`src/rtl/hamming_pkg.sv`:
```
// Shared types and widths for the 12/8 Hamming path.
// Used by the receiver, encoder/decoder and transmit serializer.
package hamming_pkg;

  localparam int HC_W = 12;
  localparam int HD_W = 8;

  typedef enum logic [1:0] {
    IDLE,
    START,
    DATA,
    STOP
  } rx_state_e;

endpackage

```
`src/rtl/sync_2ff.sv`:
```
// Two-flop synchronizer for one asynchronous bit.
// Both flops reset to RST_VAL.
module sync_2ff #(
  parameter logic RST_VAL = 1'b1
) (
  input  logic clk,
  input  logic arst,
  input  logic d,
  output logic q
);

  logic meta;

  always_ff @(posedge clk or posedge arst) begin
    if (arst) begin
      meta <= RST_VAL;
      q    <= RST_VAL;
    end else begin
      meta <= d;
      q    <= meta;
    end
  end

endmodule

```
`src/rtl/hamming_frame_rx.sv`:
```
// Serial receive front-end: start bit, 12 codeword bits LSB first,
// stop bit; presents the codeword with a one-cycle strobe.
module hamming_frame_rx
  import hamming_pkg::*;
#(
  parameter int CLKS_PER_BIT = 16
) (
  input  logic            clk,
  input  logic            arst,
  input  logic            rx_serial,
  output logic [HC_W-1:0] hc_out,
  output logic            hc_valid,
  output logic            frame_err,
  output logic            busy
);

  localparam int CW = $clog2(CLKS_PER_BIT);
  localparam logic [CW-1:0] N_LAST = CW'(CLKS_PER_BIT - 1);
  localparam logic [CW-1:0] H_LAST = CW'(CLKS_PER_BIT / 2 - 1);
  localparam logic [3:0] IDX_LAST = 4'(HC_W - 1);

  if ((CLKS_PER_BIT % 2 != 0) || (CLKS_PER_BIT < 4)) begin : g_bad_cfg
    $error("CLKS_PER_BIT must be even and >= 4");
  end

  logic rx_s;

  rx_state_e       state, state_d;
  logic [CW-1:0]   bit_cnt, bit_cnt_d;
  logic [3:0]      bit_idx, bit_idx_d;
  logic [HC_W-1:0] shreg, shreg_d;
  logic [HC_W-1:0] hc_out_d;
  logic            valid_d, err_d;

  sync_2ff #(
    .RST_VAL(1'b1)
  ) u_sync (
    .clk (clk),
    .arst(arst),
    .d   (rx_serial),
    .q   (rx_s)
  );

  always_comb begin
    state_d   = state;
    bit_cnt_d = bit_cnt + 1'b1;
    bit_idx_d = bit_idx;
    shreg_d   = shreg;
    hc_out_d  = hc_out;
    valid_d   = 1'b0;
    err_d     = 1'b0;
    unique case (state)
      IDLE: begin
        bit_cnt_d = '0;
        if (!rx_s) state_d = START;
      end
      START: begin
        if (bit_cnt == H_LAST) begin
          bit_cnt_d = '0;
          bit_idx_d = '0;
          state_d   = rx_s ? IDLE : DATA;
        end
      end
      DATA: begin
        if (bit_cnt == N_LAST) begin
          bit_cnt_d        = '0;
          shreg_d[bit_idx] = rx_s;
          if (bit_idx == IDX_LAST) state_d = STOP;
          else bit_idx_d = bit_idx + 1'b1;
        end
      end
      STOP: begin
        // Leave at mid-stop-bit so a back-to-back start bit is seen.
        if (bit_cnt == N_LAST) begin
          bit_cnt_d = '0;
          state_d   = IDLE;
          if (rx_s) begin
            hc_out_d = shreg;
            valid_d  = 1'b1;
          end else begin
            err_d = 1'b1;
          end
        end
      end
      default: state_d = IDLE;
    endcase
  end

  always_ff @(posedge clk or posedge arst) begin
    if (arst) begin
      state     <= IDLE;
      bit_cnt   <= '0;
      bit_idx   <= '0;
      shreg     <= '0;
      hc_out    <= '0;
      hc_valid  <= 1'b0;
      frame_err <= 1'b0;
      busy      <= 1'b0;
    end else begin
      state     <= state_d;
      bit_cnt   <= bit_cnt_d;
      bit_idx   <= bit_idx_d;
      shreg     <= shreg_d;
      hc_out    <= hc_out_d;
      hc_valid  <= valid_d;
      frame_err <= err_d;
      busy      <= (state_d != IDLE);
    end
  end

endmodule
```
`config.mk`:
```
export PLATFORM = sky130hd
export DESIGN_NAME = hamming_frame_rx
export DESIGN_NICKNAME = d
export VERILOG_FILES = /design/src/rtl/hamming_pkg.sv /design/src/rtl/sync_2ff.sv /design/src/rtl/hamming_frame_rx.sv
export SDC_FILE = /design/constraint.sdc
export NUM_CORES = 1
export LEC_CHECK = 0
export ABC_AREA = 1
export BUFFER_PORTS_ARGS = -buffer_cell sky130_fd_sc_hd__buf_2
export CAP_MARGIN = 25
export CORE_MARGIN = 3
export CORE_UTILIZATION = 60
export CTS_CLUSTER_DIAMETER = 100
export CTS_CLUSTER_SIZE = 40
export DETAILED_ROUTE_END_ITERATION = 10
export GPL_TIMING_DRIVEN = 0
export HOLD_SLACK_MARGIN = 0.1
export PLACE_DENSITY = 0.88
export SLEW_MARGIN = 10
export SYNTH_ARGS = -nofsm -noshare
export SYNTH_HDL_FRONTEND = slang
export SYNTH_HIERARCHICAL = 1
export SYNTH_SLANG_ARGS = --single-unit
```
`constraint.sdc`:
```
create_clock -name clk -period 2.45 [get_ports clk]
set_clock_uncertainty 0.2 [all_clocks]
set_input_delay 0.6125 -clock clk [delete_from_list [all_inputs] [get_ports clk]]
set_output_delay 0.6125 -clock clk [all_outputs]
set_load 0.02 [all_outputs]
```
======== Word level (Yosys, flattened, before mapping) ========
Cells that the tools add are included.
storage, ports and cells
  flip-flop bits (word level) ............. 39
  output and inout port bits .............. 15
  memories kept ........................... 0
  memory bits (read-only) ................. 0
  memory bits (writable) .................. 0
  latch bits .............................. 0
  bits of input ports ..................... 3
cells by class
  $mul .................................... 0
  div/mod/pow operators ................... 0
  shifts and indexed selects .............. 0
  reduce and logical (&&, ||, !) cells .... 8
  add/sub/neg operators ................... 2
  order comparisons ....................... 2
  mux-type cells .......................... 23
  eq/ne operators ......................... 9
  bitwise operators ....................... 0
operators by type and width
  operator             count
  $mux 4               5
  $bwmux 12            1
  $mux 2               6
  $pmux 4 s3           1
  $add 4x1->4 const B  2
  $eq 4x4->1 const B   2
  $pmux 2 s4           1
  $pmux 4 s2           1
  $mux 1               7
  $ne 2x2->1 const B   3
  $lt 4x5->1 const B   1
  $demux 1 s4          1
  $eq 2x2->1 const B   2
  $eq 4x3->1 const B   1
  $ge 4x1->1 const B   1
  $reduce_and 4->1     1
  $reduce_bool 2->1    2
  $reduce_and 3->1     1
  $eq 2x1->1 const B   1
  $logic_not 2->1      1
  $reduce_and 2->1     1
  $reduce_or 2->1      1
  $logic_and 1x1->1    1

======== Logic depth before layout (Yosys ltp) ========
  depth in word-level cells ............... 5
  gate-level depth with buffers ........... 8

======== Modules after synthesis ========
The synthesis kept the hierarchy.
by module, submodules not included
  module            area an instance (um^2)  instances  cells each  sequential area each (um^2)
  hamming_frame_rx  1674.1                   1          193         925.9
  sync_2ff          56.3                     1          3           52.6

======== Worst setup path before layout ========
Ideal clock, no wire load.
  path kind ............................... register to register
  start point ............................. register bit_cnt[0]
  end point ............................... register hc_out[0]
  clock period less this slack ............ 1472 ps
  arrival ................................. 1155 ps
  library setup time ...................... 116 ps
  setup slack ............................. 978 ps
  stages on the path, launching flop included .. 8
  data required time ...................... 2134 ps
  cells stage by stage .................... dfrtp_1 -> ha_1 -> nand3_2 -> inv_2 -> nand3_4 -> buf_2 -> nand2_1 -> nand2_1
between the ends
  cells in the longest elaborated chain, start to end .. 2
RTL lines
  item                               RTL line                 source
  start, declared                    hamming_frame_rx.sv:29   logic [CW-1:0] bit_cnt, bit_cnt_d;
  start signal, assigned             hamming_frame_rx.sv:101  bit_cnt <= bit_cnt_d;
  $eq 4x4->1                         hamming_frame_rx.sv:74   if (bit_cnt == N_LAST) begin
  $reduce_and 3->1 (no source line)  n/a
  end signal, assigned               hamming_frame_rx.sv:104  hc_out <= hc_out_d;
  end, declared                      hamming_frame_rx.sv:11   output logic [HC_W-1:0] hc_out,
Every way passes these cells.
A chain may end at the register's enable or synchronous reset.

======== Worst setup path after layout ========
  start point ............................. register bit_cnt[0]
  end point ............................... register busy
between the ends
  cells in the longest elaborated chain, start to end .. 4
RTL lines
  item                                      RTL line                                                                source
  $eq 4x4->1 or $eq 4x3->1 (tied branches)  hamming_frame_rx.sv:65, hamming_frame_rx.sv:74, hamming_frame_rx.sv:58
  $mux 2, on equally long branches          hamming_frame_rx.sv:74, hamming_frame_rx.sv:65, hamming_frame_rx.sv:58
  $pmux 2 s4 *                              hamming_frame_rx.sv:52                                                  unique case (state)
  $reduce_bool 2->1 *                       hamming_frame_rx.sv:107                                                 busy <= (state_d != IDLE);
  end signal, assigned                      hamming_frame_rx.sv:107
  end, declared                             hamming_frame_rx.sv:14                                                  output logic busy
Every way passes the cells marked *; elsewhere a longest branch is shown, timed or not.

==> run metrics <==
run status completed; leftover overflow at the end of global routing 0; number of cells on the worst hold path 1; vias in the first global route 1342; arrival time of data at the critical path endpoint 1.76 ns; synthesis warning total 6; clock slew at the register clock pins of the worst setup and hold paths 0.11 ns; total length of routed wires 3180 um; overall die height 59.7 um; share of final-layout standard cells stronger than drive strength 1 0.167; drt initial violations 91; final std cell area, no fill 1960 um^2; setup violation total in the final timing report 0; final clock period utilization by the worst path 0.705; total of cells resized after clock tree synthesis 0; HP Start rx_serial; Most Frequent Cell on Critical Path sky130_fd_sc_hd__o21ai_0; Hold Path Sink u_sync/meta$_DFF_PP1_; Synthesized Nets 204; Final TNS setup 0 ns; Critical-path top delay cell sky130_fd_sc_hd__dfrtp_1; Final Slew Violations 0; CTS buffer count 5; area of placed instances 1850 um^2; reg2reg setup slack 0.72 ns; starting density of the core 0.662; commonest cells after routing, fill and taps aside sky130_fd_sc_hd__nand2_1, sky130_fd_sc_hd__dfrtp_1, sky130_fd_sc_hd__nand3_1; global routing usage summed across all routing layers 0.210; number of nets still failing antenna checks after routing 0; Site Rows 18; mean cell area of the mapped netlist 8.83 um^2; maximum level of the CTS H-tree 2; reg-to-reg critical path endpoint busy$_DFF_PP0_; fraction of the yosys area taken by sequential cells 0.565; count of unique library cells instantiated by Yosys 23; wire length of the first global-routing pass 5640 um; HPWL after detailed placement 2260 um; combined buffer and inverter count along the critical path 0; worst-case setup margin in the final layout 0.724 ns; Residual DRC 0; Peak supply drop 0.768 mV; launch instance of the worst register-to-register path bit_cnt[0]$_DFF_PP0_; detail-routed via count per cell 5.50; chip width 59.7 um; number of sinks on the clock net 39; Vias 1387; Antenna Cells 0; largest fanout of any net on the critical path 3; tightest slew margin relative to the limit 0.521; largest net degree at the start of global routing 38; RSZ-0062 raised after global routing false; measured slew at the worst slew-check pin 0.718 ns; peak clock frequency supported by timing 0.579 GHz; Reg2Reg Depth 6; CTS tree built; MaxCap Viol Count 0; initial antenna violation count 0; CP Capture Type flop; count of input and output buffers 17; total of flip-flops plus latches after synthesis 39; leading cell type in the layout, fill and taps excluded sky130_fd_sc_hd__nand2_1; Final Hold Violating Endpoints 0; number of search-and-repair iterations in the first detailed-routing pass 4; post-synthesis instance total 196; root cell of the clock tree sky130_fd_sc_hd__clkbuf_4; path category of the worst min-delay check in -> reg; post-layout util 0.752; clock insertion delay at the later pin of the skew report 0.34 ns; CP max stage delay 0.39 ns; Routed wire per std cell 12.6 um; critical path class reg -> reg; PD cells 774 nW/um^2; global placement routability congestion 0.869; Required @ worst endpoint 2.48 ns; maximum clock insertion buffer count 2; Die Footprint 3560 um^2; Fillers 181; Largest delay share family, worst path compound AO/OA/AOI/OAI gates; core box area 2610 um^2; Final nets 229; Critical Path Start Type flop; IO Pins 18; signed area change from the synthesized netlist to the final layout 13.5%; post-synthesis cell area 1730 um^2; Tmin final 1.73 ns; critical path cell sequence ha_1 > nand2_1 > o21ai_0 > o21ai_0 > nor2_1 > nand3_1; total leakage power 1.05 nW; pre-CTS worst setup slack 0.804 ns
-- metrics by stage --
step	cells	hold WS [ns]	total power [mW]
2_1_floorplan	196	0.145	0.939
3_3_place_gp	243	0.148	0.978
3_5_place_dp	243	0.149	1.00
4_1_cts	252	0.142	1.53
5_1_grt	252	0.134	1.61
6_report	252	0.154	1.52
-- cells by family (layout without fill, tap and decap cells) --
family | after synthesis | in the layout | share of synthesized area
simple gates | 108 | 108 | 0.272
flops | 39 | 39 | 0.565
buf+inv | 23 | 49 | 0.0593
compound gates | 19 | 19 | 0.0571
fa+ha+maj | 5 | 5 | 0.0362
xor+xnor | 2 | 2 | 0.0101
-- per-layer routing --
metal,track usage,vias to the layer above,wire length [um]
met2,0.341,50,1600
met4,0.0696,0,52
met1,0.270,656,1340
met3,0.0583,8,192
li1,-,673,-
met5,0,-,0
-- report_power, final --
| part | internal [mW] | total (mW) | switching (mW) | leakage, nW |
|---|---|---|---|---|
| sequential | 0.694 | 0.744 | 0.0491 | 0.525 |
| clock | 0.318 | 0.521 | 0.202 | 0.0525 |
| combinational | 0.0722 | 0.257 | 0.185 | 0.473 |
-- worst max path at each step --
stage | to | startpoint | cells after the start | slack (ns)
finish | busy$_DFF_PP0_ | bit_cnt[0]$_DFF_PP0_ | 6 | 0.72
global route | busy$_DFF_PP0_ | bit_cnt[0]$_DFF_PP0_ | 6 | 0.55
CTS | hc_out[11] | hc_out[11]$_DFFE_PP0P_ | 1 | 0.72
detailed placement | bit_idx[2]$_DFFE_PP0P_ | bit_idx[0]$_DFFE_PP0P_ | 6 | 0.80
global placement | hc_valid$_DFF_PP0_ | arst | 2 | 0.40
floorplan | bit_cnt[0]$_DFF_PP0_ | arst | 1 | 0.80
-- synth_stat cells --
cell type,instances,area (um^2)
sky130_fd_sc_hd__buf_6,2,22.5
sky130_fd_sc_hd__ha_1,5,62.6
sky130_fd_sc_hd__nor2_4,1,11.3
sky130_fd_sc_hd__xnor2_1,1,8.76
sky130_fd_sc_hd__nor2_1,15,56.3
sky130_fd_sc_hd__buf_2,1,5.00
sky130_fd_sc_hd__nand2_1,64,240
sky130_fd_sc_hd__nor3_1,2,10.0
sky130_fd_sc_hd__dfrtp_1,37,926
sky130_fd_sc_hd__nand3_1,21,105
sky130_fd_sc_hd__o21ai_0,8,40.0
sky130_fd_sc_hd__nand3_2,1,10.0
sky130_fd_sc_hd__xor2_1,1,8.76
sky130_fd_sc_hd__clkbuf_1,1,3.75
sky130_fd_sc_hd__nand3_4,1,17.5
sky130_fd_sc_hd__o21ai_1,10,50.1
sky130_fd_sc_hd__inv_1,17,63.8
sky130_fd_sc_hd__dfstp_2,2,52.6
sky130_fd_sc_hd__nand3b_1,1,7.51
sky130_fd_sc_hd__inv_2,2,7.51
sky130_fd_sc_hd__nand4_1,1,6.26
sky130_fd_sc_hd__nand2_2,1,6.26
sky130_fd_sc_hd__o21ai_2,1,8.76
-- sequential cells by signal, indices dropped and copies added, names as in the netlist --
register	flops
bit_cnt	4
hc_out	12
shreg	12
u_sync/meta	1
frame_err	1
u_sync/q	1
busy	1
state	2
bit_idx	4
hc_valid	1
-- timing repair --
action	in CTS	in global routing
hold buffers	1	0
endpoints found under the hold margin	2	0
buffers inserted	0	0
-- cell type report --
class                           count  area, um^2  share of cell area
Clock buffer                        6        41.3              0.0210
Sequential cell                    39         978               0.498
Tap cell                           30        37.5              0.0191
Inverter                           19        71.3              0.0363
Multi-Input combinational cell    134         649               0.331
Clock inverter                      2        60.1              0.0306
Buffer                              4        31.3              0.0159
Timing Repair Buffer               18        95.1              0.0484
Power figures use the tool's default switching activity.
